**config.mk**
```make
export PLATFORM = sky130hd
export DESIGN_NAME = br_stack
export DESIGN_NICKNAME = d
export VERILOG_FILES = /design/src/rtl/br_stack_pkg.sv /design/src/rtl/br_stack_alloc_pe.sv /design/src/rtl/br_stack.sv
export SDC_FILE = /design/constraint.sdc
export NUM_CORES = 1
export LEC_CHECK = 0
export BUFFER_PORTS_ARGS = -buffer_cell sky130_fd_sc_hd__buf_4
export CAP_MARGIN = 10
export CORE_MARGIN = 5
export CORE_UTILIZATION = 50
export CTS_BUF_LIST = sky130_fd_sc_hd__clkbuf_16
export DETAILED_ROUTE_END_ITERATION = 10
export GPL_TIMING_DRIVEN = 0
export PLACE_DENSITY = 0.71
export SLEW_MARGIN = 20
export SYNTH_ARGS = -nofsm -noshare
export SYNTH_HDL_FRONTEND = slang
export SYNTH_SLANG_ARGS = --single-unit
```
**constraint.sdc**
```tcl
create_clock -name clk -period 3 [get_ports clk]
set_input_delay 0.6 -clock clk [delete_from_list [all_inputs] [get_ports clk]]
set_output_delay 0.6 -clock clk [all_outputs]
set_load 0.01 [all_outputs]
```
**src/rtl/br_stack_pkg.sv**
```systemverilog
// Shared definitions for the branch checkpoint stack: resolution states,
// default sizing and the per-checkpoint record.
package sys_defs;

    localparam int BR_NUM_DEF    = 4;
    localparam int FL_IDX_W_DEF  = 5;
    localparam int ROB_IDX_W_DEF = 5;
    localparam int BR_STATE_W    = 2;

    typedef enum logic [BR_STATE_W-1:0] {
        BR_NONE       = 2'b00,
        BR_PR_CORRECT = 2'b01,
        BR_PR_WRONG   = 2'b10
    } br_state_e;

    // dep_mask holds the tags of branches that were in flight (older) when
    // this branch was dispatched.
    typedef struct packed {
        logic                     vld;
        logic [FL_IDX_W_DEF-1:0]  fl_head;
        logic [ROB_IDX_W_DEF-1:0] rob_tail;
        logic [BR_NUM_DEF-1:0]    dep_mask;
    } br_entry_t;

endpackage

```
**src/rtl/br_stack_alloc_pe.sv**
```systemverilog
// Lowest-index free-slot picker: one-hot of the first entry with vld=0,
// plus a flag when every entry is taken.
module br_alloc_pe #(
    parameter int N = 4
) (
    input  logic [N-1:0] vld_i,
    output logic [N-1:0] free_oh_o,
    output logic         none_o
);

    logic [N-1:0] w_free;

    assign w_free    = ~vld_i;
    // Two's-complement trick isolates the lowest set bit of the free vector.
    assign free_oh_o = w_free & (~w_free + N'(1));
    assign none_o    = ~|w_free;

endmodule

```
**src/rtl/br_stack.sv**
```systemverilog
// Branch checkpoint stack: allocates one-hot branch tags with free-list/ROB
// snapshots and produces recovery state on branch resolution.
module br_stack
    import sys_defs::*;
#(
    parameter int BR_NUM    = BR_NUM_DEF,
    parameter int FL_IDX_W  = FL_IDX_W_DEF,
    parameter int ROB_IDX_W = ROB_IDX_W_DEF
) (
    input  logic                  clk,
    input  logic                  rst,
    input  logic                  br_dispatch_en_i,
    input  logic [FL_IDX_W-1:0]   fl_head_i,
    input  logic [ROB_IDX_W-1:0]  rob_tail_i,
    input  logic                  br_rs_en_i,
    input  logic [BR_NUM-1:0]     br_rs_tag_i,
    input  logic                  br_rs_wrong_i,
    output logic [BR_NUM-1:0]     br_tag_o,
    output logic [BR_NUM-1:0]     br_mask_o,
    output logic                  br_full_o,
    output logic [BR_STATE_W-1:0] br_state_o,
    output logic [FL_IDX_W-1:0]   rc_head_o,
    output logic [ROB_IDX_W-1:0]  rc_rob_tail_o,
    output logic [BR_NUM-1:0]     br_squash_mask_o
);

    br_entry_t             r_ent [BR_NUM];
    logic [BR_NUM-1:0]     w_vld;
    logic [BR_NUM-1:0]     w_free_oh;
    logic                  w_none;
    logic                  w_rs_hit;
    logic                  w_correct;
    logic                  w_wrong;
    logic                  w_alloc;
    logic [BR_NUM-1:0]     w_new_dep;
    logic [BR_NUM-1:0]     w_younger;
    logic [FL_IDX_W-1:0]   w_sel_head;
    logic [ROB_IDX_W-1:0]  w_sel_rob;
    br_state_e             w_state;

    br_alloc_pe #(.N(BR_NUM)) u_alloc_pe (
        .vld_i     (w_vld),
        .free_oh_o (w_free_oh),
        .none_o    (w_none)
    );

    // NOTE: every always_comb output gets a default first so no path leaves it
    // holding its old value, which would infer a latch.
    always_comb begin
        w_vld      = '0;
        w_younger  = '0;
        w_sel_head = '0;
        w_sel_rob  = '0;
        for (int j = 0; j < BR_NUM; j++) begin
            w_vld[j]     = r_ent[j].vld;
            w_younger[j] = r_ent[j].vld && |(r_ent[j].dep_mask & br_rs_tag_i);
            if (br_rs_tag_i[j]) begin
                w_sel_head = w_sel_head | r_ent[j].fl_head;
                w_sel_rob  = w_sel_rob  | r_ent[j].rob_tail;
            end
        end
    end

    assign w_rs_hit  = br_rs_en_i && |(br_rs_tag_i & w_vld);
    assign w_correct = w_rs_hit && !br_rs_wrong_i;
    assign w_wrong   = w_rs_hit &&  br_rs_wrong_i;
    // A mispredict redirects the front end, so a same-cycle dispatch is dropped.
    assign w_alloc   = br_dispatch_en_i && !w_none && !w_wrong;
    assign w_new_dep = w_vld & ~(w_correct ? br_rs_tag_i : '0);

    always_comb begin
        w_state = BR_NONE;
        if (w_rs_hit) w_state = br_rs_wrong_i ? BR_PR_WRONG : BR_PR_CORRECT;
    end

    assign br_state_o       = w_state;
    assign br_mask_o        = w_vld;
    assign br_full_o        = &w_vld;
    assign br_tag_o         = w_alloc ? w_free_oh : '0;
    assign rc_head_o        = w_wrong ? w_sel_head : '0;
    assign rc_rob_tail_o    = w_wrong ? w_sel_rob  : '0;
    assign br_squash_mask_o = w_wrong ? (br_rs_tag_i | w_younger) : '0;

    // NOTE: the checkpoint array is small flop storage, so it is cleared
    // entirely on reset rather than only clearing the valid bits.
    always_ff @(posedge clk) begin
        if (rst) begin
            for (int j = 0; j < BR_NUM; j++) r_ent[j] <= '0;
        end else begin
            for (int j = 0; j < BR_NUM; j++) begin
                if (w_correct) begin
                    r_ent[j].dep_mask <= r_ent[j].dep_mask & ~br_rs_tag_i;
                    if (br_rs_tag_i[j]) r_ent[j].vld <= 1'b0;
                end
                if (w_wrong && br_squash_mask_o[j]) r_ent[j].vld <= 1'b0;
                if (w_alloc && w_free_oh[j]) begin
                    r_ent[j] <= '{vld: 1'b1, fl_head: fl_head_i,
                                  rob_tail: rob_tail_i, dep_mask: w_new_dep};
                end
            end
        end
    end

    always_ff @(posedge clk) begin
        if (!rst && br_rs_en_i) assert ($onehot0(br_rs_tag_i));
    end

endmodule

```
* After elaboration in Yosys (flattened, before gate mapping)
Memories as Yosys holds them, arrays and structs flattened.
Index checks and enable logic that the tools add are counted.
W data, S select, Z words.
** Cells by class
- Bitwise logic cells :: 46
- Muxes and demuxes :: 84
- Add/sub/neg operators :: 1
- Reduce and logical (&&, ||, !) cells :: 26
** Operator list (count)
- $mux W1 :: 57
- $mux W5 :: 10
- $and A4 B4 Y4 :: 11
- $mux W4 :: 11
- $mux W10 :: 4
- $or A5 B5 Y5 :: 6
- $or A1 B1 Y1 :: 24
- $reduce_or A4 Y1 :: 6
- $logic_and A1 B1 Y1 :: 17
- $not A4 Y4 :: 4
- $add A4 B1 Y4 const B :: 1
- $mux W2 :: 2
- $or A4 B4 Y4 :: 1
- $reduce_and A4 Y1 :: 1
- $logic_not A1 Y1 :: 2
** Word-level totals
- Output and inout bits :: 25
- Flip-flop bits (word level) :: 0
- Memories :: 1
- Bits of input ports :: 19
- Logic and storage cells :: 158
- RAM bits :: 60
** Memory list
- r_ent :: words 4, width 15, rd ports 4, clocked after memory_dff 0, write ports 4, line br_stack.sv:27 : br_entry_t r_ent [BR_NUM];

* Depth between registers and ports, before layout
Gate-level depths: netlist (run 1).
An unclocked memory read counts as a cell.
- Depth after elaboration :: 12
- Gate-level depth with buffers :: 6
- Gate-level depth less buffers :: 5

* By module
A second synthesis (run 1) with hierarchy kept.
** Unflattened totals
- Cell total of the unflattened synthesis :: 283
- Area total of the unflattened synthesis :: 3009.1 um^2
** Modules (own cells, without submodules)
- br_stack :: cells each 278, area an instance 2970.3 um^2, instances 1
- br_alloc_pe :: cells each 5, area an instance 38.8 um^2, instances 1

* Least setup slack after synthesis (run 1)
Ideal clock, no wire load.
- Path type :: input-to-output
- From :: in br_rs_tag_i[2]
- To :: out br_squash_mask_o[0]
- Path slack :: 0.889 ns
- Buffers on the path :: 2
- Arrival time :: 1.511 ns
- Stages on the path :: 5
- Required time :: 2.400 ns
- Cell sequence :: a22o_4 o21ai_4 buf_6 buf_2 nor2_1
** Between the ends
- Longest elaborated chain between the ends :: 5
- Elaborated cells between the ends (all ways) :: 9
- Those cells by class :: 1 x mux; 3 x bitwise; 5 x reduce/logical
** Ends and longest elaborated chain
- start: declaration :: line br_stack.sv:16 : input logic [BR_NUM-1:0] br_rs_tag_i,
- $and A4 B4 Y4, on equally long branches :: line br_stack.sv:56, br_stack.sv:64
- $reduce_or A4 Y1, on equally long branches :: line br_stack.sv:56, br_stack.sv:64
- $logic_and A1 B1 Y1, on equally long branches :: line br_stack.sv:56, br_stack.sv:64
- $or A4 B4 Y4 or $logic_and A1 B1 Y1 (tied branches) :: line br_stack.sv:82, br_stack.sv:66
- $mux W4 * :: line br_stack.sv:82 : assign br_squash_mask_o = w_wrong ? (br_rs_tag_i | w_younger) : '0;
- end: declaration :: line br_stack.sv:24 : output logic [BR_NUM-1:0] br_squash_mask_o
Every way passes the cells marked *; elsewhere a longest branch is shown, timed or not.

==> metrics.cfg, run 1 <==
[outcome]
status=finished clean

[global_routing]
antenna_found_initial=0
grt_first_pass_wirelength_um=13400
grt_pass1_vias=2542
grt_max_degree=20
track_usage_pct=23.0
overflow=0

[critical_path]
crit_chain=a22o_4 -> o21ai_4 -> buf_6 -> buf_2 -> nor2_1 -> buf_4
cp-end-kind=output pin
arrival_ns=2.14
cp.required_ns=2.40
cp_max_fo=10
slowest_delay_ns=0.55
start_kind=register
path_class=register to output pin
crit_slowest_cell=edfxtp_1

[sta]
worst_pin_slew_ns=0.802
maxSlewHeadroom_pct=46.1
hold_violations=0
finalSetupViolations=0
maxSlewViolCount=0
rsz0062_at_grt=no
fin_worst_skew_ns=0.00975
fin_crit_sh_pct=91.2
fin_tns_setup_ns=0
max_freq_mhz=366
fin_crit_ns=2.74
worst_slack_ns=0.265

[clock_tree]
cts_setup_buffers=0
ctsHoldBuffers=0
cts-resized-gates=0
cts_sinks=56
cts_tree=done
clk_pin_slew_ns=0.07
htreeDepth=2
cts_root_buf=clkbuf_16
clk_latency_ns=0.30
cts_buffers=5
clk_path_buf_depth=2

[detailed_routing]
first_pass_iters=5
remaining_drc_errors=0
first_iter_violations=371
vias_per_cell=6.24
vias=2516
drtAntennaViolNets=0
wire_per_inst_um=20.8
route.final.wire_length_um=8370

[logic_synthesis]
synth-compound-area-share_pct=20.1
synth-simple-area-share_pct=19.1
synth-seq-cells=56
synth_area_leader_cell=edfxtp_1
synth.distinct_cells=39
synth.area.mux_share_pct=0
ys_seq_area_share_pct=55.2
synth_nets=296
yosysTopAreaCellShare_pct=55.2
ys_top_cells_by_area=edfxtp_1 (55%), nor2_1 (6.8%), a22oi_1 (5.7%)
yosys_warnings=0
synth_xor_area_share_pct=0
syn_avg_cell_area_sq_um=11.0
yosys.area_share.adder_pct=0
syn_area_sq_um=3050
synth_top_family_by_area=compound AO/OA/AOI/OAI gates
synth_cells=277

[place]
dpl.hpwl_um=5860
gp_congestion=0.942
post_dp_cell_area_sq_um=3460
io_buffers=43
place_ws_ns=0.363

[power_and_ir_drop]
powerDensity_nw_per_um2=507
power.total_uw=1830
power.internal_uw=1350
power_frac_seq_pct=51.7
swShare_pct=26.5
vdd_drop_max_v=0.000354
leakage_uw=0.00138
p_comb_share_pct=15.9
switchingPower_uw=485
clockPowerShare_pct=32.4

[die]
core_sq_um=5920
num_rows=28
io_pins=44
start_util_pct=51.4
die_w_um=88.0
dieArea_sq_um=7750
die_y_um=88.0

[flow_run]
maxCapViolCount=0

[cells_and_area]
nets=346
largest_reg_flops=56
fillers=515
multi_input_area_sq_um=1190
top_register=r_ent
final_common_cell=edfxtp_1
syn2layout_area_growth_pct=18.7
layout_common_cells=edfxtp_1 (56), nor2_1 (55), buf_4 (47)
final_area_sq_um=3610
largestRegisters=r_ent: 56 flops
drive_above_1_share_pct=24.4
seq_area_sq_um=1680
antennaDiodeCount=0

[worst_hold_path]
hold_path.class=input pin to register

-- cells by family after synthesis --
family                 count (synthesis)
and+or+nand+nor                      116
buffers and inverters                 31
AOI/OAI and AO/OA                     74
DFF                                   56
-- area by class of cell --
class	instances	share of cell area, %
Tap cell	75	2.60
Clock buffer	5	3.46
Buffer	25	3.98
Inverter	6	0.693
Sequential cell	56	46.5
Timing Repair Buffer	43	8.93
Clock inverter	3	0.727
Multi-Input combinational cell	190	33.1
-- final timing paths --
kind / depth (start not counted) / startpoint / end / slack [ns]
max: 6 / r_ent[2][14]$_SDFFCE_PN0P_ / br_squash_mask_o[2] / 0.26
min: 3 / rob_tail_i[4] / r_ent[0][8]$_SDFFCE_PN0P_ / 0.67
max reg2reg: 4 / r_ent[2][14]$_SDFFCE_PN0P_ / r_ent[3][4]$_SDFFCE_PN0P_ / 0.77
min reg2reg: 2 / r_ent[1][2]$_SDFFCE_PN0P_ / r_ent[1][2]$_SDFFCE_PN0P_ / 0.70
-- cells in the mapped netlist, drive strengths merged --
master / count
edfxtp: 56
nor2: 55
a22oi: 23
buf: 18
a21oi: 16
nand2b: 16
nand3: 11
nand2: 9
o211ai: 9
nor2b: 8
clkbuf: 7
inv: 6
a211o: 4
a211oi: 4
a21o: 4
a222oi: 4
nand4: 4
a21boi: 3
nand3b: 3
a2111oi: 2
a22o: 2
and4: 2
nor3b: 2
o21ai: 2
and2: 1
and2b: 1
and4b: 1
nand4b: 1
o32ai: 1
or2: 1
or4b: 1
-- critical path: cells and delay by family, from the launching register on --
family / cells / cell delay (ns)
buffers and inverters: 3 / 0.61
flip-flops: 1 / 0.55
AO/OA/AOI/OAI: 2 / 0.57
AND/OR/NAND/NOR: 1 / 0.11
-- metal layers --
layer,share of wire (%),vias up,GRT usage [%]
met5,0,-,0
met4,1.7,0,6.18
met3,9.1,20,4.42
met2,48,133,36.4
met1,41,1219,32.8
li1,-,1144,-
-- power by group through the flow --
stage	sequential [uW]	clock, uW	combinational, uW
6_report	946	594	291
2_1_floorplan	951	0	182
5_1_grt	950	632	316
3_3_place_gp	960	0	286
3_5_place_dp	962	0	289
4_1_cts	945	592	290
-- stage by stage --
stage                     hold WS [ns]  util [%]  cells
after floorplan                  0.629         -    277
after global placement           0.666      58.5    395
after detailed placement         0.681      58.5    395
after CTS                        0.669      61.0    403
after global routing             0.699      61.0    403
final                            0.669      61.0    403
No activity file was read; power rests on OpenSTA's default activity.
==> run 2: changes to the inputs <==
- ABC_AREA: unset -> 1
==> run 2 against run 1 <==
Worst hold slack lost 0.010 ns. Sequential share of layout area shrank 1.5 points. Fmax grew 8.0%. Critical path depth grew 2. Cell area grew 3.4%. Count of clock-buffer cells in the layout is the same. Core utilization shrank 1.5 points. First-iteration DRC count shrank 40%. Die area grew 4.0%. Final cell count grew 14%.
==> metrics.cfg, run 2 <==
[outcome]
status=finished clean

[clock_tree]
cts_tree=done
htreeDepth=2
clk_latency_ns=0.29
cts_root_buf=clkbuf_16
clk_pin_slew_ns=0.07
cts-resized-gates=0
cts_setup_buffers=0
clk_path_buf_depth=2
ctsHoldBuffers=0
cts_sinks=56
cts_buffers=5

[power_and_ir_drop]
p_comb_share_pct=15.1
vdd_drop_max_v=0.000367
powerDensity_nw_per_um2=502
power.internal_uw=1410
switchingPower_uw=461
leakage_uw=0.00167
swShare_pct=24.6
clockPowerShare_pct=34.6
power_frac_seq_pct=50.4
power.total_uw=1880

[cells_and_area]
largest_reg_flops=56
nets=400
layout_common_cells=nand2_1 (114), nor2_1 (56), edfxtp_1 (56)
drive_above_1_share_pct=22.3
final_common_cell=nand2_1
largestRegisters=r_ent: 56 flops
antennaDiodeCount=0
syn2layout_area_growth_pct=17.4
top_register=r_ent

[sta]
fin_crit_ns=2.53
worst_pin_slew_ns=0.573
maxSlewHeadroom_pct=61.8
max_freq_mhz=395
rsz0062_at_grt=no
hold_violations=0
fin_tns_setup_ns=0
finalSetupViolations=0
fin_worst_skew_ns=0.00522
fin_crit_sh_pct=84.4
maxSlewViolCount=0

[logic_synthesis]
synth-seq-cells=56
ys_seq_area_share_pct=52.9
yosysTopAreaCellShare_pct=52.9
ys_top_cells_by_area=edfxtp_1 (53%), nand2_1 (13%), nor2_1 (6.6%)
synth_edf_count=56
syn_avg_cell_area_sq_um=9.50
ys_dominant_reg_cell=edfxtp_1
yosys_warnings=0
synthArstFlopShare_pct=0
synth_area_leader_cell=edfxtp_1
synth_cells=335
synth.distinct_cells=20
synth_top_cells_by_count=nand2_1 (114), edfxtp_1 (56), nor2_1 (56), inv_1 (34), nand3_1 (12)
synth_nets=354
yosysMostFrequentCell=nand2_1
syn_area_sq_um=3180

[die]
dieArea_sq_um=8060
die_w_um=89.8
num_rows=29
core_sq_um=6280
die_y_um=89.8
start_util_pct=50.7
io_pins=44

[place]
io_buffers=39
gp_congestion=0.907
dpl.hpwl_um=5390

[worst_hold_path]
hold_path.class=input pin to register

[detailed_routing]
vias_per_cell=5.22
first_pass_iters=4
remaining_drc_errors=0
vias=2398
route.final.wire_length_um=7500
first_iter_violations=223
wire_per_inst_um=16.3
drtAntennaViolNets=0

[critical_path]
cp_max_fo=10
arrival_ns=1.93
path_class=register to output pin
start_kind=register
cp.required_ns=2.40
cp-end-kind=output pin

[global_routing]
overflow=0
antenna_found_initial=0
grt_pass1_vias=2458
grt_max_degree=17
track_usage_pct=18.7
grt_first_pass_wirelength_um=12300

[flow_run]
maxCapViolCount=0

[run 2: cell families (layout without fill, tap and decap cells)]
group | after synthesis | count (layout) | share of synthesized area, %
AOI/OAI and AO/OA | 20 | 20 | 5.51
buffers and inverters | 55 | 102 | 10.1
DFF | 56 | 56 | 52.9
and+or+nand+nor | 204 | 204 | 31.5
[run 2: worst max-delay path, stage by stage (launching register included)]
cell and delay [ns]:
edfxtp_1 0.47, nand2_1 0.08, nand2_1 0.11, inv_1 0.06, nand2_2 0.08, nand3_4 0.25, buf_6 0.26, a41oi_2 0.18
buf_4 0.15
[run 2: per-layer routing]
metal	global-route usage, %	vias up	share of wire [%]
met5	0	-	0
met1	25.8	1138	43
met4	5.29	0	1.3
li1	-	1180	-
met3	3.17	10	6.4
met2	30.5	70	50
[run 2: power groups by stage]
stage          Clock [uW]  Sequential [uW]  Combinational (uW)
2_1_floorplan           0              953                 187
3_3_place_gp            0              960                 279
3_5_place_dp            0              962                 283
4_1_cts               645              945                 284
5_1_grt               677              951                 311
6_report              649              945                 282
[run 2: cell type report]
cell class	instances	area, sq um
multi-input combinational	224	1180
sequential	56	1680
buffer	19	161
timing repair buffer	39	293
tap	77	96.3
fill	555	2540
inverter	36	161
clock inverter	3	38.8
clock buffer	5	125
[run 2: worst paths after layout]
check,endpoint,start,cells past startpoint,slack [ns]
worst max-delay path,rc_head_o[1],r_ent[1][14]$_SDFFCE_PN0P_,8,0.47
worst min-delay path,r_ent[2][8]$_SDFFCE_PP0P_,rob_tail_i[4],3,0.66
worst max register to register,r_ent[0][9]$_SDFFCE_PN0P_,r_ent[1][14]$_SDFFCE_PN0P_,7,0.99
worst min register to register,r_ent[0][3]$_SDFFCE_PN0P_,r_ent[0][3]$_SDFFCE_PN0P_,4,0.70
[run 2: per-stage QoR]
stage	cell area [sq um]	setup WS [ns]	utilization [%]	hold WS (ns)	instances
6_report	3730	0.468	59.5	0.659	459
5_1_grt	3730	0.341	59.5	0.667	459
4_1_cts	3730	0.471	59.5	0.655	459
3_5_place_dp	3570	0.544	56.9	0.676	451
3_3_place_gp	3570	0.536	56.9	0.680	451
2_1_floorplan	3180	0.821	-	0.657	335
==> run 3: changes to the inputs <==
- ABC_AREA: 1 -> 0
- PLACE_DENSITY: 0.71 -> 0.74
- clock period: 3 -> 2.2 ns (I/O delays scaled with it)
==> run 3 against run 2 <==
The run now ends with setup timing left. Non-clock buffer count grew 23. Critical endpoint is now br_squash_mask_o[2]. Clock skew is essentially flat. Largest power group unchanged. Flip-flop and latch count is the same. Die area shrank 3.8%. Worst setup slack lost 0.50 ns.
==> metrics.cfg, run 3 (synthesis results as in run 1) <==
[sta]
rsz0062_at_grt=yes
max_freq_mhz=448
holdWs_ns=0.514
fin_crit_sh_pct=101
worst_slack_ns=-0.0304
fin_tns_setup_ns=-0.141
fin_worst_skew_ns=0.00506
worst_pin_slew_ns=0.846
hold_violations=0
maxSlewViolCount=0
finalSetupViolations=10
fin_crit_ns=2.23
maxSlewHeadroom_pct=43.1

[critical_path]
cp-end-kind=output pin
path_class=register to output pin
arrival_ns=1.79
cp.required_ns=1.76
cp_max_fo=6
start_kind=register
r2r_cells=6

[global_routing]
grt_max_degree=20
track_usage_pct=22.4
antenna_found_initial=0
grt_first_pass_wirelength_um=12800
grt_pass1_vias=2406
overflow=0

[detailed_routing]
vias=2642
first_pass_iters=6
remaining_drc_errors=0
first_iter_violations=341
wl_met2_um=4160
wl_met1_um=3540
top_layer=met4
dr_wl_met3_um=791
drtAntennaViolNets=0
wire_per_inst_um=20.8
vias_per_cell=6.35
route.final.wire_length_um=8650

[place]
place_ws_ns=-0.0736
io_buffers=43
place_inst=395
dpl.hpwl_um=5780
gp_congestion=0.944

[cells_and_area]
drive_above_1_share_pct=35.2
top_register=r_ent
antennaDiodeCount=0
syn2layout_area_growth_pct=27.4
largestRegisters=r_ent: 56 flops
largest_reg_flops=56
layout_common_cells=edfxtp_1 (56), buf_4 (54), nor2_1 (49)
fin_cells=416
fillers=475
nets=359
final_common_cell=edfxtp_1

[die]
io_pins=44
die_y_um=88.0
core_sq_um=5920
die_w_um=88.0
dieArea_sq_um=7750
num_rows=28
start_util_pct=51.4

[power_and_ir_drop]
power.total_uw=2580
powerDensity_nw_per_um2=664
vdd_drop_max_v=0.000526
leakage_uw=0.00148

[worst_hold_path]
hold_depth=3
hold_path.class=input pin to register

[outcome]
violations=setup timing
status=complete, but fails checks

[clock_tree]
ctsHoldBuffers=0
htreeDepth=2
cts_buffers=5
cts_root_buf=clkbuf_16
clk_pin_slew_ns=0.08
clk_path_buf_depth=2
cts_tree=done
clk_latency_ns=0.29
cts_sinks=56

[flow_run]
maxCapViolCount=0

[run 3: worst paths after layout]
path	start	to	slack (ns)
setup reg to reg	r_ent[0][14]$_SDFFCE_PN0P_	r_ent[0][9]$_SDFFCE_PN0P_	0.08
setup / recovery	r_ent[0][14]$_SDFFCE_PN0P_	br_squash_mask_o[2]	-0.03
hold / removal	rob_tail_i[2]	r_ent[0][6]$_SDFFCE_PN0P_	0.51
hold reg to reg	r_ent[1][2]$_SDFFCE_PN0P_	r_ent[1][2]$_SDFFCE_PN0P_	0.69
[run 3: cell type report]
cell class	count	area (sq um)	share of cell area, %
clock inverters	3	27.5	0.709
plain buffers	25	161	4.16
clock buffers	5	125	3.22
repair buffers	56	465	12.0
well taps	75	93.8	2.42
inverters	6	27.5	0.709
flip-flops and latches	56	1680	43.3
multi-input cells	190	1300	33.5
[run 3: metal layers]
metal,vias to the layer above,global-route usage (%)
li1,1168,-
met1,1294,31.7
met2,166,35.6
met3,14,3.29
met4,0,7.28
met5,-,0
[run 3: stage by stage]
stage / area [sq um] / utilization, %
2_1_floorplan: 3050 / -
3_3_place_gp: 3460 / 58.5
3_5_place_dp: 3460 / 58.5
4_1_cts: 3690 / 62.3
5_1_grt: 3880 / 65.6
6_report: 3880 / 65.6
[run 3: report_power, final]
group / internal, uW / leakage, uW / switching, uW
combinational: 194 / 0.000819 / 282
sequential: 1250 / 0.000589 / 31.3
clock: 433 / 0.0000719 / 385
[run 3: timing repair]
item                                    4_1_cts  5_1_grt
cloned                                        0        1
pin swaps                                     2        2
setup buffers                                 7        5
resized for setup                             7       36
endpoints found under the setup margin       19       25
[run 3: critical path: stages, from the launching register on]
cell       delay [ns]
edfxtp_1         0.48
a22o_4           0.29
o21ai_4          0.19
buf_6            0.18
clkbuf_16        0.17
nor2_2           0.05
buf_4            0.13
